`src/rtl/instr_fetch_queue.sv`:
```
// Instruction fetch queue: issues one outstanding memory read at a time and buffers DEPTH fetched words.
// Optional: define FETCH_ALIGN_CHECK_EN to block issue of misaligned PCs and raise sticky alignError.
module instr_fetch_queue #(
  parameter int unsigned DEPTH = 4
) (
  input  logic        clock,
  input  logic        reset,
  input  logic [31:0] pcValue,
  input  logic        pcValid,
  input  logic        flush,
  output logic        pcAdvance,
  output logic        memReq,
  output logic [31:0] memAddr,
  input  logic        memAck,
  input  logic [31:0] memData,
  output logic        instrValid,
  output logic [31:0] instr,
  output logic [31:0] instrPC,
  input  logic        decodeReady,
  output logic        alignError
);

  localparam int unsigned PW = $clog2(DEPTH);
  localparam int unsigned CW = $clog2(DEPTH + 1);
  localparam logic [CW-1:0] FULL = CW'(DEPTH);

  typedef enum logic [1:0] {
    IDLE,
    REQ,
    FLUSHWAIT
  } state_e;

  state_e          state_q, state_d;
  logic [31:0]     addr_q, addr_d;
  logic [PW-1:0]   rd_ptr_q, rd_ptr_d;
  logic [PW-1:0]   wr_ptr_q, wr_ptr_d;
  logic [CW-1:0]   count_q, count_d;
  logic [31:0]     instr_mem_q [DEPTH];
  logic [31:0]     pc_mem_q    [DEPTH];

  logic issue;
  logic push;
  logic pop;
  logic addr_ok;

`ifdef FETCH_ALIGN_CHECK_EN
  logic align_err_q;
  logic align_set;

  assign addr_ok   = (pcValue[1:0] == 2'b00);
  assign align_set = (state_q == IDLE) && pcValid && !addr_ok;

  always_ff @(posedge clock or posedge reset) begin
    if (reset) begin
      align_err_q <= 1'b0;
    end else if (align_set) begin
      align_err_q <= 1'b1;
    end
  end

  assign alignError = align_err_q;
`else
  assign addr_ok    = 1'b1;
  assign alignError = 1'b0;
`endif

  // FSM next-state; the queue slot is effectively reserved at issue because
  // count can only fall while a request is outstanding.
  always_comb begin
    state_d = state_q;
    addr_d  = addr_q;
    issue   = 1'b0;
    push    = 1'b0;
    case (state_q)
      IDLE: begin
        if (pcValid && !flush && addr_ok && (count_q < FULL)) begin
          issue   = 1'b1;
          addr_d  = pcValue;
          state_d = REQ;
        end
      end
      REQ: begin
        if (memAck) begin
          push    = !flush;
          state_d = IDLE;
        end else if (flush) begin
          state_d = FLUSHWAIT;
        end
      end
      FLUSHWAIT: begin
        if (memAck) begin
          state_d = IDLE;
        end
      end
      default: state_d = IDLE;
    endcase
  end

  assign pop = (count_q != '0) && decodeReady && !flush;

  always_comb begin
    rd_ptr_d = rd_ptr_q;
    wr_ptr_d = wr_ptr_q;
    count_d  = count_q;
    if (flush) begin
      rd_ptr_d = '0;
      wr_ptr_d = '0;
      count_d  = '0;
    end else begin
      if (push) begin
        wr_ptr_d = wr_ptr_q + PW'(1);
      end
      if (pop) begin
        rd_ptr_d = rd_ptr_q + PW'(1);
      end
      case ({push, pop})
        2'b10:   count_d = count_q + CW'(1);
        2'b01:   count_d = count_q - CW'(1);
        default: count_d = count_q;
      endcase
    end
  end

  always_ff @(posedge clock or posedge reset) begin
    if (reset) begin
      state_q  <= IDLE;
      addr_q   <= '0;
      rd_ptr_q <= '0;
      wr_ptr_q <= '0;
      count_q  <= '0;
    end else begin
      state_q  <= state_d;
      addr_q   <= addr_d;
      rd_ptr_q <= rd_ptr_d;
      wr_ptr_q <= wr_ptr_d;
      count_q  <= count_d;
    end
  end

  always_ff @(posedge clock or posedge reset) begin
    if (reset) begin
      for (int unsigned i = 0; i < DEPTH; i++) begin
        instr_mem_q[i] <= '0;
        pc_mem_q[i]    <= '0;
      end
    end else if (push) begin
      instr_mem_q[wr_ptr_q] <= memData;
      pc_mem_q[wr_ptr_q]    <= addr_q;
    end
  end

  assign pcAdvance  = issue && !reset;
  assign memReq     = (state_q != IDLE);
  assign memAddr    = addr_q;
  assign instrValid = (count_q != '0);
  assign instr      = instr_mem_q[rd_ptr_q];
  assign instrPC    = pc_mem_q[rd_ptr_q];

  a_no_overflow: assert property (@(posedge clock) disable iff (reset)
    push |-> (count_q < FULL));

endmodule
```
`config.mk`:
```
export PLATFORM = sky130hd
export DESIGN_NAME = instr_fetch_queue
export DESIGN_NICKNAME = d
export VERILOG_FILES = /design/src/rtl/instr_fetch_queue.sv
export SDC_FILE = /design/constraint.sdc
export NUM_CORES = 1
export LEC_CHECK = 0
export CORE_MARGIN = 8
export CORE_UTILIZATION = 55
export CTS_BUF_LIST = sky130_fd_sc_hd__clkbuf_2
export CTS_CLUSTER_DIAMETER = 50
export DETAILED_ROUTE_END_ITERATION = 10
export PLACE_DENSITY_LB_ADDON = 0.25
export SLEW_MARGIN = 20
export SYNTH_ARGS = -nofsm -noshare
export SYNTH_HDL_FRONTEND = slang
export SYNTH_SLANG_ARGS = --single-unit
```
`constraint.sdc`:
```
create_clock -name clock -period 13 [get_ports clock]
set_input_delay 3.9 -clock clock [delete_from_list [all_inputs] [get_ports clock]]
set_output_delay 3.9 -clock clock [all_outputs]
set_load 0.005 [all_outputs]
```
==> flow_summary.toml, run 1 <==
[status]
status = "complete, no violations"

[timing]
fin_skew_ns = 0.05012
maxSlewHeadroom_pct = 27.10
setup_viol = 0
worst_slew_pin_slew_ns = 1.093
fin_crit_ns = 10.35
rsz0062_at_grt = "false"
tns_ns = 0
hold_viol = 0
finalCritPeriodShare_pct = 79.65
finalMaxSlewViolations = 0
setup_slack_ns = 2.645
max_freq_ghz = 0.09658

[layout]
areaGrowthSynthToFinish_pct = 19.31
design_area_um2 = 15290
drive_gt1_share_pct = 48.48
fin_util_pct = 65.92
nNetsFinal = 1021

[clocking]
clkSinkCount = 297
cts_root_buf = "clkbuf_2"
postCtsResizedCells = 0
htreeDepth = 3
cts_setup_buffers = 0
tritoncts = "built"
clk_pin_slew_ns = 0.08
numCtsBuffers = 75
insertion_delay_ns = 0.81
cts_buffer_depth = 3
hold_buffers = 0

[yosys]
syn_area_per_cell_um2 = 17.32
synth_edf_count = 0
syn-num-nets = 815
netlist_area_um2 = 12810
yosysUniqueCellTypes = 30
synth_ff_type = "dfrtp_1"
synthArstFlopShare_pct = 100.0
yosysWarningCount = 0
ys_seq_area_share_pct = 58.00
syn_inst = 740
synth-seq-cells = 297

[die]
io_pins = 170
start_util_pct = 55.25
die_area_um2 = 28440
coreArea_um2 = 23190
dieWidth_um = 168.6
fp-row-count = 56
die_height_um = 168.6

[global_route]
grt_first_pass_wirelength_um = 44500
grt.overflow.total = 0
grt_pass1_vias = 8555
antenna_found_initial = 2
grt_usage_pct = 19.74
grt_start_max_net_pins = 141

[setup_path]
required_ns = 9.10
critPathLaunchType = "input port"
r2r_start = "state_q[0]"
setup.worst_path.end_class = "output port"
crit_type = "input port to output port"
path_max_fanout = 34
cp.arrival_ns = 6.45
rr_worst_depth = 4
rr_endpoint = "instr_mem_q[66]"
rrSetupSlack_ns = 10.49

[pwr]
p_total_uw = 2995
p_per_area_nw_per_um2 = 195.9
p_leak_uw = 0.007205
vdd_drop_max_uv = 131.0

[detailed_routing]
via_per_inst = 5.514
vias = 7223
wire_per_inst_um = 20.72
drtIter0Drc = 304
drcViolationCount = 0
drt_wl_total_um = 27150
top_layer = "met5"
ant_nets = 0
dr_wl_met3_um = 1455
first_pass_iters = 4
met1Wirelength_um = 11330
wl_met2_um = 14020

[hold_path]
hp-class = "flop to flop"
hold_depth = 1
min_to = "instr_mem_q[22]"
min-delay-start = "instr_mem_q[22]"

[placement]
placed_area_um2 = 14610
hpwlAfterDp_um = 16480
place.gp.congestion = 0.7162
dp_slack_ns = 2.629
portBuffers = 168

[run]
cap_violations = 0
## sequential cells by signal (all words and copies together) (netlist names)
signal	flops
state_q	2
rd_ptr_q	2
pc_mem_q	128
memAddr	32
instr_mem_q	128
count_q	3
wr_ptr_q	2
## critical path, cell delays in order
cell	delay, ns
clkdlybuf4s50_1	0.67
nor2_1	0.27
nand3_2	0.76
nor2_1	0.30
clkdlybuf4s50_1	0.55
## power by group
group / leakage, uW / switching (uW) / internal (uW) / total [uW]
Combinational: 0.00277 / 327 / 707 / 1030
Sequential: 0.00393 / 192 / 1140 / 1330
Clock: 0.000508 / 353 / 275 / 628
## cell usage in the layout, fill, tap and decap left out, types with 3 or more instances in the layout
| master | n |
|---|---|
| nor2_1 | 10 |
| xnor2_1 | 3 |
| bufinv_16 | 3 |
| clkdlybuf4s50_1 | 168 |
| clkinv_1 | 8 |
| clkbuf_2 | 106 |
| nand2_1 | 3 |
| nand2_4 | 4 |
| buf_4 | 3 |
| dfrtp_1 | 295 |
| mux2_2 | 289 |
| inv_1 | 4 |
| mux4_2 | 64 |
| ha_1 | 4 |
## final cells by class
type	instances	area (um2)
clock inverter	15	143.9
sequential	297	7440
inverter	5	26.28
antenna	1	2.502
tap	319	399.1
clock buffer	106	530.5
timing repair buffer	172	1715
multi-input combinational	395	5031
fill	1656	7904
## metrics by stage
step | cells | hold slack [ns]
4_1_cts | 1309 | 0.5094
6_report | 1310 | 0.5053
3_5_place_dp | 1188 | 0.4879
3_3_place_gp | 1188 | 0.4812
5_1_grt | 1310 | 0.5211
2_1_floorplan | 740 | 0.4738
## synthesized netlist by cell type, drive strengths merged (2+ instances only)
library cell	n	area [um2]
nor2	10	37.54
mux2	289	3254
inv	5	18.77
xnor2	3	26.28
mux4	64	1441
buf	35	326.6
nand3b	2	15.01
ha	4	50.05
mux2i	2	20.02
nand2	7	36.28
clkbuf	8	30.03
dfrtp	297	7432
## cell families after synthesis
group | count (synthesis) | share of synthesized area (%)
mux | 355 | 36.80
xor+xnor | 4 | 0.2735
buf+inv | 48 | 2.929
compound gates | 4 | 0.2539
flops | 297 | 58.00
simple gates | 26 | 1.162
fa+ha+maj | 5 | 0.5468
other cells | 1 | 0.02927
## worst max path at each step
| stage | from | to | slack [ns] | cells after the start |
|---|---|---|---|---|
| floorplan | reset | count_q[0] | 0.90 | 1 |
| global placement | flush | pcAdvance | 2.73 | 5 |
| detailed placement | flush | pcAdvance | 2.63 | 5 |
| CTS | flush | pcAdvance | 2.62 | 5 |
| global route | flush | pcAdvance | 2.44 | 5 |
| finish | flush | pcAdvance | 2.65 | 5 |
## routing by layer
| layer | GRT usage (%) | vias up |
|---|---|---|
| met5 | 0 | - |
| met4 | 6.483 | 2 |
| met3 | 5.264 | 28 |
| met2 | 34.24 | 184 |
| met1 | 23.65 | 3813 |
| li1 | - | 3196 |
Power figures use the tool's default switching activity.
==> run 2, diff against run 1 <==
CORE_UTILIZATION = 52   (was 55)
clock period = 9.5 ns   (was 13 ns; I/O delays follow)
==> flow_summary.toml, run 2 (same netlist as run 1, synthesis figures left out) <==
[status]
status = "complete, no violations"

[clocking]
clk_pin_slew_ns = 0.08
numCtsBuffers = 79
hold_buffers = 0
insertion_delay_ns = 0.79
cts_setup_buffers = 0
cts_root_buf = "clkbuf_2"
tritoncts = "built"
postCtsResizedCells = 0
htreeDepth = 3
clkSinkCount = 297
cts_buffer_depth = 3

[setup_path]
crit_path_cell_trace = "clkdlybuf4s50_1 > nor2_1 > nand3_2 > buf_4 > nor2_1 > clkdlybuf4s50_1"
critPathLaunchType = "input port"
setup.worst_path.end_class = "output port"
slowest_delay_ns = 0.76
cp.arrival_ns = 4.78
cpMaxStageDelayCell = "clkdlybuf4s50_1"
crit_type = "input port to output port"
required_ns = 6.65
path_max_fanout = 34
rr_worst_depth = 4

[detailed_routing]
drt_wl_total_um = 26960
drcViolationCount = 0
ant_nets = 0
wire_per_inst_um = 20.27
vias = 7245
drtIter0Drc = 314
via_per_inst = 5.447
first_pass_iters = 4

[placement]
placed_area_um2 = 14640
portBuffers = 168
place.gp.congestion = 0.7218
dp_cells = 1195
hpwlAfterDp_um = 16730

[hold_path]
hp-class = "flop to flop"
hold_depth = 1

[global_route]
antenna_found_initial = 1
grt_start_max_net_pins = 163
grt_pass1_vias = 8580
gr-max-usage-layer = "met2"
grt_first_pass_wirelength_um = 44800
grt_usage_pct = 18.48
grt.overflow.total = 0
gr-usage-met2_pct = 32.09
use_met3_pct = 5.293
groute.layer.met1.usage_pct = 21.48

[die]
dieWidth_um = 173.0
die_area_um2 = 29920
fp-row-count = 57
start_util_pct = 52.84
io_pins = 170
coreArea_um2 = 24250
die_height_um = 173.0

[timing]
fin_skew_ns = 0.04198
finalCritPeriodShare_pct = 80.31
rsz0062_at_grt = "false"
setup_viol = 0
tns_ns = 0
finalMaxSlewViolations = 0
max_freq_ghz = 0.1311
maxSlewHeadroom_pct = 27.92
worst_slew_pin_slew_ns = 1.080
hold_viol = 0
fin_crit_ns = 7.629

[run]
cap_violations = 0

[pwr]
p_per_area_nw_per_um2 = 265.5
p_leak_uw = 0.007238
vdd_drop_max_uv = 160.2

[layout]
nNetsFinal = 1027
stdcell_count = 1330
final_common_cell = "dfrtp_1"
design_area_um2 = 15300
layout_common_cells = "295 x dfrtp_1, 289 x mux2_2, 168 x clkdlybuf4s50_1"
areaGrowthSynthToFinish_pct = 19.40
drive_gt1_share_pct = 49.15
==> run 2: final cells by class <==
type / instances / area [um2]
repair buffers: 174 / 1743
fillers: 1815 / 8949
diodes: 1 / 2.502
inverters: 5 / 22.52
multi-input cells: 395 / 5031
flip-flops and latches: 297 / 7440
clock buffers: 120 / 600.6
clock inverters: 14 / 55.05
well taps: 324 / 405.4
==> run 2: routing by layer <==
| layer | part of all wire, % | vias to the layer above |
|---|---|---|
| met5 | 0 | - |
| met3 | 5.2 | 51 |
| met2 | 52 | 178 |
| li1 | - | 3212 |
| met1 | 41 | 3804 |
| met4 | 2.2 | 0 |
==> run 2: per-stage QoR <==
| step | power [uW] | hold WS, ns | util, % | setup slack, ns |
|---|---|---|---|---|
| after global placement | 3230 | 0.4811 | 60.37 | 1.883 |
| after detailed placement | 3300 | 0.4875 | 60.37 | 1.852 |
| final | 4062 | 0.5066 | 63.10 | 1.871 |
| after floorplan | 2490 | 0.4738 | - | 2.705 |
| after CTS | 4138 | 0.5072 | 63.07 | 1.843 |
| after global routing | 4333 | 0.5197 | 63.10 | 1.737 |
==> run 2: power by group <==
part	internal, uW	switching, uW	leakage [uW]
clock	330	486	0.000533
combinational	968	447	0.00278
sequential	1560	269	0.00393
==> run 2: worst max-delay path, delay by kind of cell <==
family,cells,cell delay (ns)
AND/OR/NAND/NOR,3,0.30
buffers and inverters,3,1.61
==> run 2: final timing paths <==
kind | end | slack (ns) | from
setup reg to reg | instr_mem_q[114] | 6.94 | state_q[0]
hold / removal | pc_mem_q[68] | 0.51 | pc_mem_q[68]
max in group asynchronous | instr_mem_q[33] | 5.58 | reset
hold reg to reg | pc_mem_q[68] | 0.51 | pc_mem_q[68]
setup / recovery | pcAdvance | 1.87 | flush
min in group asynchronous | instr_mem_q[126] | 2.63 | reset
